## src/rtl/arith_pkg.sv

```systemverilog
// Shared types and selector encodings for the arithmetic core.
package arith_pkg;

    typedef enum logic [1:0] {
        IDLE = 2'd0,
        RUN  = 2'd1,
        DONE = 2'd2
    } div_state_t;

    localparam logic [1:0]  SEL_QUOT       = 2'b00;
    localparam logic [1:0]  SEL_REM        = 2'b01;
    localparam int unsigned SEL_SIGNED_BIT = 1;

endpackage

```

## src/rtl/divider_seq_div_step.sv

```systemverilog
// One restoring-division iteration: shift in the next dividend bit, trial-subtract the divisor.
module div_step #(
    parameter int unsigned bus = 4
) (
    input  logic [bus-1:0] rem_i,
    input  logic           q_msb_i,
    input  logic [bus-1:0] b_i,
    output logic [bus-1:0] rem_o,
    output logic           q_bit_o
);

    logic [bus:0] shifted;
    logic [bus:0] diff;

    // Shift is kept bus+1 wide so a partial remainder with its MSB set is not truncated.
    always_comb begin
        shifted = {rem_i, q_msb_i};
        diff    = shifted - {1'b0, b_i};
        q_bit_o = ~diff[bus];
        rem_o   = diff[bus] ? shifted[bus-1:0] : diff[bus-1:0];
    end

endmodule

```

## src/rtl/divider_seq.sv

```systemverilog
// Iterative restoring divider, one quotient bit per cycle, start/busy/done handshake.
// Define DIVIDER_SEQ_SIGNED_EN to enable two's-complement division via selector[1].
module divider_seq
    import arith_pkg::*;
#(
    parameter int unsigned bus = 4
) (
    input  logic           clk,
    input  logic           rst,
    input  logic           start,
    input  logic [bus-1:0] a,
    input  logic [bus-1:0] b,
    input  logic [1:0]     selector,
    output logic [bus-1:0] result,
    output logic           div_zero,
    output logic           busy,
    output logic           done
);

    localparam int unsigned CW = (bus > 1) ? $clog2(bus) : 1;

    div_state_t     state_q, state_d;
    logic [CW-1:0]  cnt_q, cnt_d;
    logic [bus-1:0] q_q, q_d;
    logic [bus-1:0] rem_q, rem_d;
    logic [bus-1:0] b_q, b_d;
    logic           sel_rem_q, sel_rem_d;
    logic           neg_q_q, neg_q_d;
    logic           neg_r_q, neg_r_d;
    logic [bus-1:0] result_q, result_d;
    logic           dz_q, dz_d;
    logic           busy_q, busy_d;
    logic           done_q, done_d;

    logic [bus-1:0] a_abs, b_abs;
    logic           a_neg, b_neg;
    logic [bus-1:0] step_rem;
    logic           step_qbit;
    logic [bus-1:0] q_next;

    // Operand conditioning: magnitudes and signs captured at latch time.
`ifdef DIVIDER_SEQ_SIGNED_EN
    always_comb begin
        a_neg = selector[SEL_SIGNED_BIT] & a[bus-1];
        b_neg = selector[SEL_SIGNED_BIT] & b[bus-1];
        a_abs = a_neg ? (~a + bus'(1)) : a;
        b_abs = b_neg ? (~b + bus'(1)) : b;
    end
`else
    logic unused_signed_sel;
    assign unused_signed_sel = selector[SEL_SIGNED_BIT];
    always_comb begin
        a_neg = 1'b0;
        b_neg = 1'b0;
        a_abs = a;
        b_abs = b;
    end
`endif

    div_step #(.bus(bus)) u_step (
        .rem_i   (rem_q),
        .q_msb_i (q_q[bus-1]),
        .b_i     (b_q),
        .rem_o   (step_rem),
        .q_bit_o (step_qbit)
    );

    assign q_next = {q_q[bus-2:0], step_qbit};

    // Next-state and output logic.
    always_comb begin
        state_d   = state_q;
        cnt_d     = cnt_q;
        q_d       = q_q;
        rem_d     = rem_q;
        b_d       = b_q;
        sel_rem_d = sel_rem_q;
        neg_q_d   = neg_q_q;
        neg_r_d   = neg_r_q;
        result_d  = result_q;
        dz_d      = dz_q;
        done_d    = 1'b0;

        case (state_q)
            IDLE: begin
                if (start) begin
                    q_d       = a_abs;
                    b_d       = b_abs;
                    rem_d     = '0;
                    cnt_d     = CW'(bus - 1);
                    sel_rem_d = ((selector & 2'b01) == SEL_REM);
                    neg_q_d   = a_neg ^ b_neg;
                    neg_r_d   = a_neg;
                    if (b == '0) begin
                        // Divide-by-zero bypasses the iterations entirely.
                        state_d  = DONE;
                        done_d   = 1'b1;
                        dz_d     = 1'b1;
                        result_d = selector[0] ? a : '1;
                    end else begin
                        state_d = RUN;
                    end
                end
            end
            RUN: begin
                q_d   = q_next;
                rem_d = step_rem;
                cnt_d = cnt_q - CW'(1);
                if (cnt_q == '0) begin
                    state_d = DONE;
                    done_d  = 1'b1;
                    dz_d    = 1'b0;
                    if (sel_rem_q) begin
                        result_d = neg_r_q ? (~step_rem + bus'(1)) : step_rem;
                    end else begin
                        result_d = neg_q_q ? (~q_next + bus'(1)) : q_next;
                    end
                end
            end
            DONE: begin
                state_d = IDLE;
            end
            default: begin
                state_d = IDLE;
            end
        endcase

        busy_d = (state_d == RUN);
    end

    // State and output registers.
    always_ff @(posedge clk) begin
        if (rst) begin
            state_q   <= IDLE;
            cnt_q     <= '0;
            q_q       <= '0;
            rem_q     <= '0;
            b_q       <= '0;
            sel_rem_q <= 1'b0;
            neg_q_q   <= 1'b0;
            neg_r_q   <= 1'b0;
            result_q  <= '0;
            dz_q      <= 1'b0;
            busy_q    <= 1'b0;
            done_q    <= 1'b0;
        end else begin
            state_q   <= state_d;
            cnt_q     <= cnt_d;
            q_q       <= q_d;
            rem_q     <= rem_d;
            b_q       <= b_d;
            sel_rem_q <= sel_rem_d;
            neg_q_q   <= neg_q_d;
            neg_r_q   <= neg_r_d;
            result_q  <= result_d;
            dz_q      <= dz_d;
            busy_q    <= busy_d;
            done_q    <= done_d;
        end
    end

    assign result   = result_q;
    assign div_zero = dz_q;
    assign busy     = busy_q;
    assign done     = done_q;

endmodule

```

## config.mk

```make
export PLATFORM = sky130hd
export DESIGN_NAME = divider_seq
export DESIGN_NICKNAME = d
export VERILOG_FILES = /design/src/rtl/arith_pkg.sv /design/src/rtl/divider_seq_div_step.sv /design/src/rtl/divider_seq.sv
export SDC_FILE = /design/constraint.sdc
export NUM_CORES = 1
export LEC_CHECK = 0
export ABC_AREA = 0
export ABC_CLOCK_PERIOD_IN_PS = 2700
export CORE_MARGIN = 4
export CORE_UTILIZATION = 52
export DETAILED_ROUTE_END_ITERATION = 7
export PLACE_DENSITY = 0.82
export SKIP_LAST_GASP = 1
export SLEW_MARGIN = 20
export SYNTH_ARGS = -nofsm -noshare
export SYNTH_HDL_FRONTEND = slang
export SYNTH_SLANG_ARGS = --single-unit
export TNS_END_PERCENT = 50
```

## constraint.sdc

```tcl
create_clock -name clk -period 2.7 [get_ports clk]
set_input_delay 0.54 -clock clk [delete_from_list [all_inputs] [get_ports clk]]
set_output_delay 0.54 -clock clk [all_outputs]
set_load 0.03 [all_outputs]
```

==> flow_summary.json, run 1 <==
{
  "min_path_type": "reg2reg",
  "worstPathRequired_ns": 2.89,
  "power_frac_clock_pct": 21.7,
  "grt_pass1_vias": 1127,
  "cp_max_fo": 6,
  "n_fill_cell": 200,
  "syn_to_final_growth_pct": 20.8,
  "hp-start": "b_q[3]",
  "synth_ff_type": "dfxtp_1",
  "layout_commonest_cell": "dfxtp_1",
  "die_w_um": 57.3,
  "register_area_um2": 480,
  "yosys_warnings": 0,
  "wl_mm": 3.04,
  "clockBufferDepth": 2,
  "htreeDepth": 1,
  "cts_tree": "yes",
  "peakVddDrop_v": 0.000421,
  "rsz0062_at_grt": "false",
  "postSynthAreaPerCell_um2": 8.33,
  "dp_hpwl_mm": 2.23,
  "slowest_delay_ns": 0.63,
  "setup-violations-final": 0,
  "final_cell_mix": "dfxtp_1, nand2_1, clkdlybuf4s50_1",
  "power.total_mw": 0.870,
  "netlist_area_mm2": 0.00127,
  "critical_path.top_delay_family": "compound AO/OA/AOI/OAI gates",
  "r2r_setup_slack_ns": 0.19,
  "r2r_start": "q_q[3]",
  "tightest_slew_ns": 0.656,
  "remaining_drc_errors": 0,
  "fin_crit_ns": 2.51,
  "multi_input_area_um2": 726,
  "crit_arrival_ns": 2.69,
  "grtUsageTotal_pct": 19.2,
  "root_buffer": "clkbuf_4",
  "critPathSlowestCell": "a2111oi_0",
  "switching_share_pct": 33.6,
  "wl_per_cell_um": 15.1,
  "fmaxAchievable_mhz": 399,
  "grt_max_degree": 14,
  "ant_nets": 0,
  "num_io_pins": 20,
  "antenna_found_initial": 0,
  "hold_viol": 0,
  "p_leak_nw": 0.564,
  "post-cts-setup-buffer-count": 0,
  "critPathKind": "reg2reg",
  "cap_violations": 0,
  "core_area_mm2": 0.00225,
  "numPortBuffers": 18,
  "holdPathEnd": "b_q[3]",
  "status": "finished, final reports clean",
  "p_comb_share_pct": 31.1,
  "finalMaxSlewViolations": 0,
  "crit_path_start_kind": "flop",
  "worstSetupPathDepth": 8,
  "synthDistinctLibCells": 40,
  "clk_pin_slew_ns": 0.13,
  "synth_edf_count": 0,
  "cts_buffers": 3,
  "final.setup_skew_ns": 0.00817,
  "vias": 1187,
  "fin_ws_ns": 0.193,
  "die_h_um": 57.3,
  "diodes": 0,
  "nets": 193,
  "cp_cell_sequence": "inv_1 > ha_1 > fa_1 > nand2b_4 > a21oi_4 > xor2_2 > a2111oi_0 > o32ai_1",
  "r2r_end": "result[3]",
  "netlist_instances": 152,
  "power_frac_seq_pct": 47.2,
  "finish.utilization_pct": 67.8,
  "drtIter0Drc": 73,
  "gr-total-overflow": 0,
  "finalSetupTns_ns": 0,
  "internal-power_mw": 0.578,
  "fin_crit_sh_pct": 92.9,
  "viasPerCell": 5.91,
  "gp_routability_congestion": 0.888,
  "reg2reg_depth": 8,
  "clk_latency_ns": 0.31,
  "start_util_pct": 56.2,
  "pre_cts_ws_ns": 0.295,
  "cts_resized": 0,
  "ys_seq_area_share_pct": 37.9,
  "drive_gt1_share_pct": 8.67,
  "power_density_mw_per_mm2": 569,
  "synthArstFlopShare_pct": 0,
  "cts_hold_buffers": 0,
  "syn_nets": 171,
  "worst_hold_slack_ns": 0.471,
  "path_buf_inv": 1,
  "worst_setup_path_end_kind": "flop",
  "max-slew-margin-rel_pct": 55.1,
  "die_area_mm2": 0.00329,
  "hold_depth": 2,
  "switchingPower_mw": 0.292,
  "firstDrtPassIters": 4,
  "clock-sinks": 24,
  "grt_pass1_wl_mm": 5.02,
  "fp-row-count": 17,
  "synth_seq_cells": 24
}
==> tightest hold or removal path, stage by stage, from the launching register on <==
cell,delay [ns]
dfxtp_1,0.34
nand2_1,0.05
a21oi_1,0.05
==> state kept, by name, indices dropped and copies added, names as in the netlist <==
register / flops
b_q: 4
busy: 1
cnt_q: 2
div_zero: 1
done: 1
q_q: 4
rem_q: 4
result: 4
sel_rem_q: 1
state_q: 2
==> cell usage after synthesis, drive strengths merged, types with 3 or more instances <==
cell / number / area, µm²
a211oi: 3 / 22.5
a21oi: 17 / 96.4
a31oi: 5 / 31.3
clkbuf: 5 / 18.8
dfxtp: 24 / 480
ha: 5 / 62.6
inv: 11 / 41.3
nand2: 23 / 88.8
nand2b: 3 / 26.3
nand3: 6 / 30.0
nor2: 10 / 37.5
nor3: 4 / 20.0
nor3b: 4 / 30.0
o21ai: 3 / 15.0
or3: 3 / 18.8
==> per-stage QoR <==
step | area (µm²) | std cells
after floorplan | 1270 | 152
after global placement | 1490 | 197
after detailed placement | 1490 | 197
after CTS | 1530 | 201
after global routing | 1530 | 201
final | 1530 | 201
==> cells by family after synthesis <==
kind of cell	count (synthesis)	share of synthesized area [%]
simple gates	63	25.9
compound gates	38	20.1
flops	24	37.9
buf+inv	16	4.74
fa+ha+maj	6	6.52
xor+xnor	3	3.26
mux	2	1.58
==> worst max-delay path by stage <==
stage	startpoint	to	slack (ns)
floorplan	q_q[3]	result[1]	0.65
global placement	q_q[3]	result[3]	0.32
detailed placement	q_q[3]	result[3]	0.30
CTS	q_q[3]	result[3]	0.28
global route	q_q[3]	result[3]	0.16
finish	q_q[3]	result[3]	0.19
==> power groups by stage <==
stage,clock network (mW),registers [mW],logic [mW]
floorplan,0,0.425,0.175
global placement,0,0.416,0.255
detailed placement,0,0.418,0.267
CTS,0.189,0.411,0.269
global route,0.211,0.416,0.298
finish,0.189,0.411,0.271
==> final cells by class <==
class,count,share of cell area (%)
timing repair buffer,22,13.7
sequential,24,31.4
multi-input combinational,112,47.5
inverter,11,2.70
clock buffer,4,2.37
tap,28,2.29
==> layer usage <==
layer / GRT usage (%) / vias up / share of wire (%)
met5: 0 / - / 0
met4: 6.62 / 0 / 2.4
met3: 4.75 / 11 / 9.1
met2: 32.4 / 49 / 48
met1: 23.6 / 544 / 41
li1: - / 583 / -
No activity file was read; power rests on OpenSTA's default activity.
==> run 2: changes to the inputs <==
CORE_UTILIZATION = 30   (was 52)
PLACE_DENSITY = 0.54   (was 0.82)
==> run 2 against run 1 <==
  * Count of clock-buffer cells in the layout is the same
  * Highest routed layer unchanged
  * Flip-flop and latch count unchanged
  * Critical endpoint unchanged
  * Critical path type unchanged
  * Non-clock buffer count did not move
  * Wire length grew 4.5%
  * Worst setup slack gained 0.12 ns
==> flow_summary.json, run 2 (synthesized netlist as in run 1, its figures left out) <==
{
  "status": "finished, final reports clean",
  "worstPathRequired_ns": 2.84,
  "viasPerCell": 5.15,
  "r2r_start": "q_q[3]",
  "post_dp_cell_area_mm2": 0.00152,
  "final_cell_mix": "dfxtp_1, nand2_1, clkdlybuf4s50_1",
  "r2r_end": "result[3]",
  "root_buffer": "clkbuf_8",
  "htreeDepth": 1,
  "post-cts-setup-buffer-count": 0,
  "final.setup_skew_ns": 0.00540,
  "fp-row-count": 23,
  "r2r_setup_slack_ns": 0.32,
  "antenna_found_initial": 0,
  "worst_hold_slack_ns": 0.469,
  "crit_arrival_ns": 2.53,
  "drive_gt1_share_pct": 8.67,
  "vias": 1149,
  "fin_crit_sh_pct": 88.3,
  "clk_latency_ns": 0.27,
  "setup-violations-final": 0,
  "diodes": 0,
  "grt_pass1_vias": 1140,
  "min_path_type": "reg2reg",
  "startpoint": "q_q[3]",
  "crit_path_start_kind": "flop",
  "wl_mm": 3.17,
  "ant_nets": 0,
  "numPortBuffers": 18,
  "power_density_mw_per_mm2": 586,
  "cts_resized": 0,
  "critPathKind": "reg2reg",
  "die_h_um": 73.0,
  "die_area_mm2": 0.00532,
  "die_w_um": 73.0,
  "rsz0062_at_grt": "false",
  "grt_pass1_wl_mm": 5.26,
  "gr-total-overflow": 0,
  "crit_path_end": "result[3]",
  "finalSetupTns_ns": 0,
  "worst_setup_path_end_kind": "flop",
  "start_util_pct": 31.4,
  "syn_to_final_growth_pct": 24.4,
  "max-slew-margin-rel_pct": 66.5,
  "fmaxAchievable_mhz": 419,
  "cts_tree": "yes",
  "fin_crit_ns": 2.38,
  "cap_violations": 0,
  "remaining_drc_errors": 0,
  "grtUsageTotal_pct": 12.8,
  "dp_hpwl_mm": 2.41,
  "clock-sinks": 24,
  "hold_viol": 0,
  "grt_max_degree": 17,
  "firstDrtPassIters": 4,
  "layout_commonest_cell": "dfxtp_1",
  "nets": 193,
  "clk_pin_slew_ns": 0.08,
  "hp-start": "b_q[2]",
  "design_area_mm2": 0.00158,
  "cp_max_fo": 6,
  "tightest_slew_ns": 0.489,
  "wl_per_cell_um": 14.2,
  "finalMaxSlewViolations": 0,
  "gp_routability_congestion": 0.853,
  "drtIter0Drc": 47,
  "reg2reg_depth": 8,
  "peakVddDrop_v": 0.000342,
  "clockBufferDepth": 2,
  "core_area_mm2": 0.00403,
  "cts_buffers": 3,
  "num_io_pins": 20,
  "p_leak_nw": 0.572,
  "cts_hold_buffers": 0
}
-- run 2: where the power goes --
group,internal (mW),switching (mW),total [mW]
sequential,0.385,0.0249,0.410
combinational,0.111,0.160,0.271
clock,0.130,0.112,0.242
-- run 2: cell type report --
| class | count | area [µm²] |
|---|---|---|
| clock buffers | 4 | 55.1 |
| flip-flops and latches | 24 | 480 |
| multi-input cells | 112 | 726 |
| fillers | 416 | 2450 |
| well taps | 50 | 62.6 |
| inverters | 11 | 41.3 |
| repair buffers | 22 | 210 |
-- run 2: worst min-delay path by stage --
stage	to	slack (ns)	cells after the start
6_report	b_q[2]	0.47	2
3_5_place_dp	b_q[0]	0.46	2
5_1_grt	q_q[3]	0.51	2
3_3_place_gp	b_q[3]	0.45	2
4_1_cts	b_q[2]	0.47	2
2_1_floorplan	b_q[2]	0.44	2
-- run 2: per-stage QoR --
step / setup WS, ns / instances / total power, mW / util (%)
final: 0.315 / 223 / 0.923 / 39.1
after global placement: 0.339 / 219 / 0.683 / 37.7
after global routing: 0.200 / 223 / 0.983 / 39.1
after CTS: 0.270 / 223 / 0.939 / 39.1
after floorplan: 0.645 / 152 / 0.600 / -
after detailed placement: 0.274 / 219 / 0.689 / 37.7
-- run 2: layer usage --
metal	share of wire [%]	GRT usage, %	vias to the layer above
li1	-	-	582
met1	46	17.0	533
met2	47	20.9	32
met3	7.2	3.44	2
met4	0.60	2.46	0
met5	0	0	-
-- run 2: worst max-delay path, stage by stage, from the launching register on --
cell and delay (ns):
dfxtp_1 0.36, inv_1 0.07, ha_1 0.20, fa_1 0.41, nand2b_4 0.18, a21oi_4 0.22
xor2_2 0.16, a2111oi_0 0.50, o32ai_1 0.15
